`src/rtl/hamming_pkg.sv`:
```
// Shared Hamming (7,4) definitions: codeword layout, types and the
// parity/syndrome helpers used by both the encoder and the decoder paths.
package hamming_pkg;

  // Bit index in cw[6:0] of each codeword position (index = position - 1).
  localparam int unsigned IDX_P1 = 0;
  localparam int unsigned IDX_P2 = 1;
  localparam int unsigned IDX_D1 = 2;
  localparam int unsigned IDX_P4 = 3;
  localparam int unsigned IDX_D2 = 4;
  localparam int unsigned IDX_D3 = 5;
  localparam int unsigned IDX_D4 = 6;

  typedef logic [6:0] codeword_t;
  typedef logic [2:0] syndrome_t;
  typedef logic [3:0] nibble_t;

  typedef enum logic {
    ST_COLLECT = 1'b0,
    ST_HOLD    = 1'b1
  } rx_state_t;

  // Returns {p4, p2, p1} for data {d4, d3, d2, d1}.
  function automatic logic [2:0] calc_parity(input nibble_t d);
    calc_parity = {d[1] ^ d[2] ^ d[3],
                   d[0] ^ d[2] ^ d[3],
                   d[0] ^ d[1] ^ d[3]};
  endfunction

  function automatic codeword_t encode_nibble(input nibble_t d);
    logic [2:0] p;
    codeword_t  cw;
    p          = calc_parity(d);
    cw[IDX_P1] = p[0];
    cw[IDX_P2] = p[1];
    cw[IDX_D1] = d[0];
    cw[IDX_P4] = p[2];
    cw[IDX_D2] = d[1];
    cw[IDX_D3] = d[2];
    cw[IDX_D4] = d[3];
    return cw;
  endfunction

  // Returns {s4, s2, s1}; the value is the erroneous position, 0 when clean.
  function automatic syndrome_t calc_syndrome(input codeword_t cw);
    calc_syndrome = {cw[IDX_P4] ^ cw[IDX_D2] ^ cw[IDX_D3] ^ cw[IDX_D4],
                     cw[IDX_P2] ^ cw[IDX_D1] ^ cw[IDX_D3] ^ cw[IDX_D4],
                     cw[IDX_P1] ^ cw[IDX_D1] ^ cw[IDX_D2] ^ cw[IDX_D4]};
  endfunction

  function automatic nibble_t extract_data(input codeword_t cw);
    extract_data = {cw[IDX_D4], cw[IDX_D3], cw[IDX_D2], cw[IDX_D1]};
  endfunction

endpackage

```
`src/rtl/hamming74_correct.sv`:
```
// Combinational Hamming (7,4) single-error corrector: syndrome, flip of the
// indicated bit, and data extraction from the corrected word.
module hamming74_correct
  import hamming_pkg::*;
(
  input  codeword_t cw_i,
  output nibble_t   data_o,
  output syndrome_t syndrome_o,
  output logic      err_o
);

  syndrome_t syn_s;
  codeword_t fixed_s;

  // Syndrome k (1..7) names position k, i.e. bit k-1; zero leaves the word alone.
  always_comb begin
    syn_s   = calc_syndrome(cw_i);
    fixed_s = cw_i;
    for (int i = 0; i < 7; i++) begin
      fixed_s[i] = cw_i[i] ^ (syn_s == 3'(i + 1));
    end
  end

  assign data_o     = extract_data(fixed_s);
  assign syndrome_o = syn_s;
  assign err_o      = (syn_s != 3'd0);

endmodule

```
`src/rtl/hamming_serial_rx.sv`:
```
// Bit-serial Hamming (7,4) receiver: assembles codewords, corrects single-bit
// errors and presents nibbles through a one-entry valid/ready buffer.
module hamming_serial_rx
  import hamming_pkg::*;
#(
  parameter int CNT_W = 8
) (
  input  logic             clk,
  input  logic             rst,
  input  logic             in_valid,
  input  logic             in_bit,
  input  logic             in_sof,
  output logic             in_ready,
  output logic             out_valid,
  input  logic             out_ready,
  output logic [3:0]       out_data,
  output logic             out_err,
  output logic [2:0]       out_syndrome,
  output logic [CNT_W-1:0] err_count
);

  rx_state_t        state_q, state_d;
  logic [2:0]       bcnt_q, bcnt_d;
  logic [5:0]       sr_q, sr_d;
  nibble_t          data_q, data_d;
  logic             err_q, err_d;
  syndrome_t        syn_q, syn_d;
  logic [CNT_W-1:0] cnt_q, cnt_d;

  logic      accept_s;
  logic      last_s;
  logic      hs_s;
  codeword_t cw_s;
  nibble_t   dec_data_s;
  syndrome_t dec_syn_s;
  logic      dec_err_s;

  assign out_valid = (state_q == ST_HOLD);
  // Stall only the 7th bit, and only when the buffer cannot drain this cycle.
  assign in_ready  = !((bcnt_q == 3'd6) && (state_q == ST_HOLD) && !out_ready);
  assign accept_s  = in_valid && in_ready;
  assign last_s    = accept_s && !in_sof && (bcnt_q == 3'd6);
  assign hs_s      = out_valid && out_ready;
  assign cw_s      = {in_bit, sr_q};

  hamming74_correct u_correct (
    .cw_i       (cw_s),
    .data_o     (dec_data_s),
    .syndrome_o (dec_syn_s),
    .err_o      (dec_err_s)
  );

  always_comb begin
    state_d = state_q;
    case (state_q)
      ST_COLLECT: begin
        if (last_s) state_d = ST_HOLD;
        else        state_d = ST_COLLECT;
      end
      ST_HOLD: begin
        if (hs_s && !last_s) state_d = ST_COLLECT;
        else                 state_d = ST_HOLD;
      end
      default: state_d = ST_COLLECT;
    endcase
  end

  always_comb begin
    bcnt_d = bcnt_q;
    sr_d   = sr_q;
    if (accept_s) begin
      if (in_sof) begin
        sr_d[0] = in_bit;
        bcnt_d  = 3'd1;
      end else if (bcnt_q == 3'd6) begin
        bcnt_d = 3'd0;
      end else begin
        for (int i = 0; i < 6; i++) begin
          if (bcnt_q == 3'(i)) sr_d[i] = in_bit;
          else                 sr_d[i] = sr_q[i];
        end
        bcnt_d = bcnt_q + 3'd1;
      end
    end else begin
      bcnt_d = bcnt_q;
    end
  end

  always_comb begin
    data_d = data_q;
    err_d  = err_q;
    syn_d  = syn_q;
    if (last_s) begin
      data_d = dec_data_s;
      err_d  = dec_err_s;
      syn_d  = dec_syn_s;
    end else begin
      data_d = data_q;
    end
  end

  // Count delivered corrected words, sticking at all-ones.
  always_comb begin
    cnt_d = cnt_q;
    if (hs_s && err_q && (cnt_q != {CNT_W{1'b1}})) cnt_d = cnt_q + CNT_W'(1);
    else                                           cnt_d = cnt_q;
  end

  always_ff @(posedge clk or posedge rst) begin
    if (rst) begin
      state_q <= ST_COLLECT;
      bcnt_q  <= 3'd0;
      sr_q    <= 6'd0;
      data_q  <= 4'd0;
      err_q   <= 1'b0;
      syn_q   <= 3'd0;
      cnt_q   <= {CNT_W{1'b0}};
    end else begin
      state_q <= state_d;
      bcnt_q  <= bcnt_d;
      sr_q    <= sr_d;
      data_q  <= data_d;
      err_q   <= err_d;
      syn_q   <= syn_d;
      cnt_q   <= cnt_d;
    end
  end

  assign out_data     = data_q;
  assign out_err      = err_q;
  assign out_syndrome = syn_q;
  assign err_count    = cnt_q;

endmodule

```
`config.mk`:
```
export PLATFORM = sky130hd
export DESIGN_NAME = hamming_serial_rx
export DESIGN_NICKNAME = d
export VERILOG_FILES = /design/src/rtl/hamming_pkg.sv /design/src/rtl/hamming74_correct.sv /design/src/rtl/hamming_serial_rx.sv
export SDC_FILE = /design/constraint.sdc
export NUM_CORES = 1
export LEC_CHECK = 0
export ABC_AREA = 1
export ABC_CLOCK_PERIOD_IN_PS = 1300
export BUFFER_PORTS_ARGS = -buffer_cell sky130_fd_sc_hd__clkbuf_2
export CAP_MARGIN = 20
export CORE_ASPECT_RATIO = 0.7
export CORE_MARGIN = 4
export CORE_UTILIZATION = 35
export DETAILED_ROUTE_END_ITERATION = 12
export PLACE_DENSITY = 0.66
export SLEW_MARGIN = 5
export SYNTH_ARGS = -nofsm -noshare
export SYNTH_HDL_FRONTEND = slang
export SYNTH_HIERARCHICAL = 1
export SYNTH_SLANG_ARGS = --single-unit
```
`constraint.sdc`:
```
create_clock -name clk -period 1.3 [get_ports clk]
set_clock_uncertainty 0.15 [all_clocks]
set_input_delay 0.13 -clock clk [delete_from_list [all_inputs] [get_ports clk]]
set_output_delay 0.13 -clock clk [all_outputs]
set_load 0.1 [all_outputs]
```
==> reports/qor.log <==
INFO  route          totalWireLength=5290µm
INFO  clock_tree     cts_tree=built
INFO  grt            grt_pass1_vias=1605
INFO  grt            grt_pass1_wl=7300µm
INFO  setup_path     path_depth=10
INFO  synthesis      ys_ff_latch=26
INFO  grt            antenna_found_initial=0
INFO  route          post-route-drc-count=0
INFO  placement      place_hpwl=3213µm
INFO  floorplan      floorplan.die_area=5947µm²
INFO  setup_path     cp_data_required_time=1330ps
INFO  sta            finalSetupViolations=30
INFO  power          p_comb_frac=0.544
INFO  cells_and_area fillCellCount=323
INFO  run            max_cap_viol_count=0
INFO  sta            sum_neg_setup_slack=-3261ps
INFO  hold_path      min-delay-start=in_valid
INFO  setup_path     ff2ff_path_depth=10
INFO  outcome        run_status=finished with violations
INFO  synthesis      synth_sequential_area_ratio=0.3904
INFO  setup_path     timing.rr.start=sr_q[2]$_DFFE_PP0P_
INFO  cells_and_area areaGrowthSynthToFinish=81.08%
INFO  route          postRouteAntennaNets=0
INFO  floorplan      initial_utilization=0.3742
INFO  clock_tree     cts_htree_levels=1
INFO  grt            grt_use_total=0.1524
INFO  synthesis      netlist_instances=239
INFO  sta            final.min_clock_period=1543ps
INFO  sta            maxClockFrequency=0.6479GHz
INFO  route          route.detailed.wl_per_inst=13.99µm
INFO  cells_and_area layout.cells.most_common=sky130_fd_sc_hd__nand2_1
INFO  sta            max_slew.worst_pin.slew=376.4ps
INFO  sta            ratio_of_final_minimum_period_to_clock_period=1.187
INFO  route          vias=1898
INFO  synthesis      synth_area=1667µm²
INFO  setup_path     critPathMostFrequentCell=sky130_fd_sc_hd__nand2_1
INFO  clock_tree     clk_slew_on_worst_s_h_paths=90ps
INFO  sta            final_critical_path_setup_slack=-243.4ps
INFO  synthesis      count_of_cell_types_in_the_netlist=22
INFO  hold_path      worst_hold_path_type=input port to flop
INFO  route          detail_route.iter0.violations=75
INFO  setup_path     critPathLaunchType=flop
INFO  setup_path     startpoint=sr_q[2]$_DFFE_PP0P_
INFO  synthesis      ys_warns=6
INFO  clock_tree     clock_path_buffers=2
INFO  setup_path     slowest_stage_delay_on_critical_path=460ps
INFO  setup_path     crit_path_cell_trace=inv_2 > nand2_1 > nand2_2 > nand2_2 > nand2_4 > nand3_1 > nand2_1 > nand2_1 > nand3_1 > nand2_1
INFO  floorplan      io-pin-count=24
INFO  route          drt-pass1-iter-count=4
INFO  placement      gp_congestion=0.8545
INFO  floorplan      core_ar=4454µm²
INFO  cells_and_area most-common-layout-cells=sky130_fd_sc_hd__nand2_1, sky130_fd_sc_hd__buf_4, sky130_fd_sc_hd__nand2_2
INFO  setup_path     crit_path_max_fanout=7
INFO  sta            final-max-slew-violation-count=0
INFO  outcome        violations=setup timing
INFO  clock_tree     cts.root.buffer_cell=sky130_fd_sc_hd__clkbuf_8
INFO  power          power.ir.vdd_worst=790.3µV
INFO  power          cellLeakagePower=1.464nW
INFO  power          power.internal=1.995mW
INFO  sta            max_slew_margin=0.7488
INFO  cells_and_area fin_nets=332
INFO  clock_tree     clock-sinks=26
INFO  setup_path     critical_path.endpoint_type=flop
INFO  route          post_drt_via_cell_ratio=5.021
INFO  setup_path     critPathArrivalTime=1570ps
INFO  setup_path     timing_worst_setup_path_type=flop to flop
INFO  hold_path      whs_path_depth=3
INFO  clock_tree     worst_skew_pair.late_latency=280ps
INFO  grt            globalRoute.totalOverflow=0
INFO  sta            setup_repair_after_global_routing_missed_its_margin=yes
INFO  synthesis      avgSynthCellArea=6.973µm²
INFO  cells_and_area final_layout_size_suffix_gt1_frac=0.5511
INFO  setup_path     crit_path_top_delay_cell=sky130_fd_sc_hd__dfrtp_2
INFO  floorplan      placement_rows=20
INFO  power          netSwitchingPower=1.547mW
INFO  floorplan      die_y=65.74µm
INFO  synthesis      total_nets_after_synthesis=247
INFO  sta            fin_hold_ws=106.4ps
INFO  setup_path     cp.buffers_inverters=1
INFO  grt            grt_start_max_net_pins=27
INFO  clock_tree     tritoncts.num_buffers=3
INFO  power          clock_power_share=0.154
INFO  power          power.share.switching=0.4368
INFO  floorplan      chipWidth=90.48µm
INFO  setup_path     cpLargestDelayFamily=simple AND/OR/NAND/NOR gates
INFO  placement      count_of_input_and_output_buffers=23
INFO  power          power-per-cell-area=1174nW/µm²
INFO  cells_and_area diodes=0
INFO  sta            timing.final.hold_violations=0
INFO  power          sequential_share_of_power=0.302
[area by class of cell]
type | instances | area, µm² | share of cell area
sequential | 26 | 686.9 | 0.2276
clock buffer | 4 | 55.05 | 0.01824
multi-input combinational | 181 | 1161 | 0.3847
tap | 55 | 68.82 | 0.02280
timing repair buffer | 82 | 915.9 | 0.3035
inverter | 30 | 130.1 | 0.04312
[path summary, 6_finish.rpt]
path / to / slack [ps]
setup / recovery: out_data[0]$_DFFE_PP0P_ / -240
hold / removal: out_valid$_DFF_PP0_ / 110
setup reg to reg: out_data[0]$_DFFE_PP0P_ / -240
hold reg to reg: out_syndrome[1]$_DFFE_PP0P_ / 410
max in group asynchronous: err_count[7]$_DFFE_PP0P_ / 420
min in group asynchronous: bcnt_q[1]$_DFFE_PP0N_ / 280
[through the flow]
step           setup WS (ps)  utilization  instance area [µm²]  std cells  power, mW
6_report              -243.4       0.6775                 3018        378      3.542
5_1_grt               -387.9       0.6775                 3018        378      3.748
4_1_cts               -167.5       0.6031                 2686        368      3.286
3_5_place_dp          -213.3       0.5455                 2430        349      2.635
3_3_place_gp          -183.7       0.5455                 2430        349      2.606
2_1_floorplan         -294.7            -                 1733        239      2.064
[worst register-to-register path: stages (launching register included)]
cell and delay, ps:
sky130_fd_sc_hd__dfrtp_2 460, sky130_fd_sc_hd__inv_2 110, sky130_fd_sc_hd__nand2_1 90, sky130_fd_sc_hd__nand2_2 80
sky130_fd_sc_hd__nand2_2 80, sky130_fd_sc_hd__nand2_4 120, sky130_fd_sc_hd__nand3_1 90, sky130_fd_sc_hd__nand2_1 60
sky130_fd_sc_hd__nand2_1 70, sky130_fd_sc_hd__nand3_1 90, sky130_fd_sc_hd__nand2_1 50
[routing by layer]
metal  routed length (µm)  GRT usage
met1                 2148     0.2001
met2                 2825     0.2585
met3                  208    0.02975
met4                  109    0.04008
met5                    0          0
[Yosys cell counts]
cell	n	area, µm²
sky130_fd_sc_hd__inv_2	9	33.78
sky130_fd_sc_hd__a21oi_1	1	5.000
sky130_fd_sc_hd__inv_1	21	78.83
sky130_fd_sc_hd__nand4_4	1	21.27
sky130_fd_sc_hd__nand2_1	98	367.9
sky130_fd_sc_hd__o21ai_1	1	5.000
sky130_fd_sc_hd__nor2_4	1	11.26
sky130_fd_sc_hd__nor2_1	16	60.06
sky130_fd_sc_hd__xnor2_1	2	17.52
sky130_fd_sc_hd__dfrtp_1	26	650.6
sky130_fd_sc_hd__nand2_2	12	75.07
sky130_fd_sc_hd__nor2_2	2	12.51
sky130_fd_sc_hd__buf_4	1	7.510
sky130_fd_sc_hd__nor3_4	1	16.27
sky130_fd_sc_hd__ha_1	2	25.02
sky130_fd_sc_hd__nand4_1	7	43.79
sky130_fd_sc_hd__o21ai_0	8	40.04
sky130_fd_sc_hd__buf_2	1	5.000
sky130_fd_sc_hd__nand3_4	1	17.52
sky130_fd_sc_hd__xor2_1	2	17.52
sky130_fd_sc_hd__nand3_1	22	110.1
sky130_fd_sc_hd__nand2_4	4	45.04
[state kept, by name (all words and copies together), names as in the netlist]
| register | count |
|---|---|
| err_count | 8 |
| out_syndrome | 3 |
| sr_q | 6 |
| out_valid | 1 |
| bcnt_q | 3 |
| out_err | 1 |
| out_data | 4 |
[power groups by stage]
stage	registers (mW)	logic, mW	clock network (mW)
3_3_place_gp	1.05	1.55	0
2_1_floorplan	1.30	0.768	0
6_report	1.07	1.93	0.546
5_1_grt	1.09	2.07	0.591
4_1_cts	1.05	1.68	0.552
3_5_place_dp	1.06	1.57	0
[logic make-up (layout without fill, tap and decap cells)]
group	count (synthesis)	count (layout)	synth area share
compound gates	10	10	0.03003
xor+xnor	4	4	0.02102
fa+ha+maj	2	2	0.01501
buf+inv	32	116	0.07508
flops	26	26	0.3904
simple gates	165	165	0.4685
[what timing repair did]
action,in CTS,in global routing
cloned,0,0
gates resized for setup,28,71
setup endpoints to repair,25,36
hold buffers,2,0
hold endpoints to repair,27,0
pin swaps,13,31
setup buffers,13,12
(Power assumes the default switching activity.)
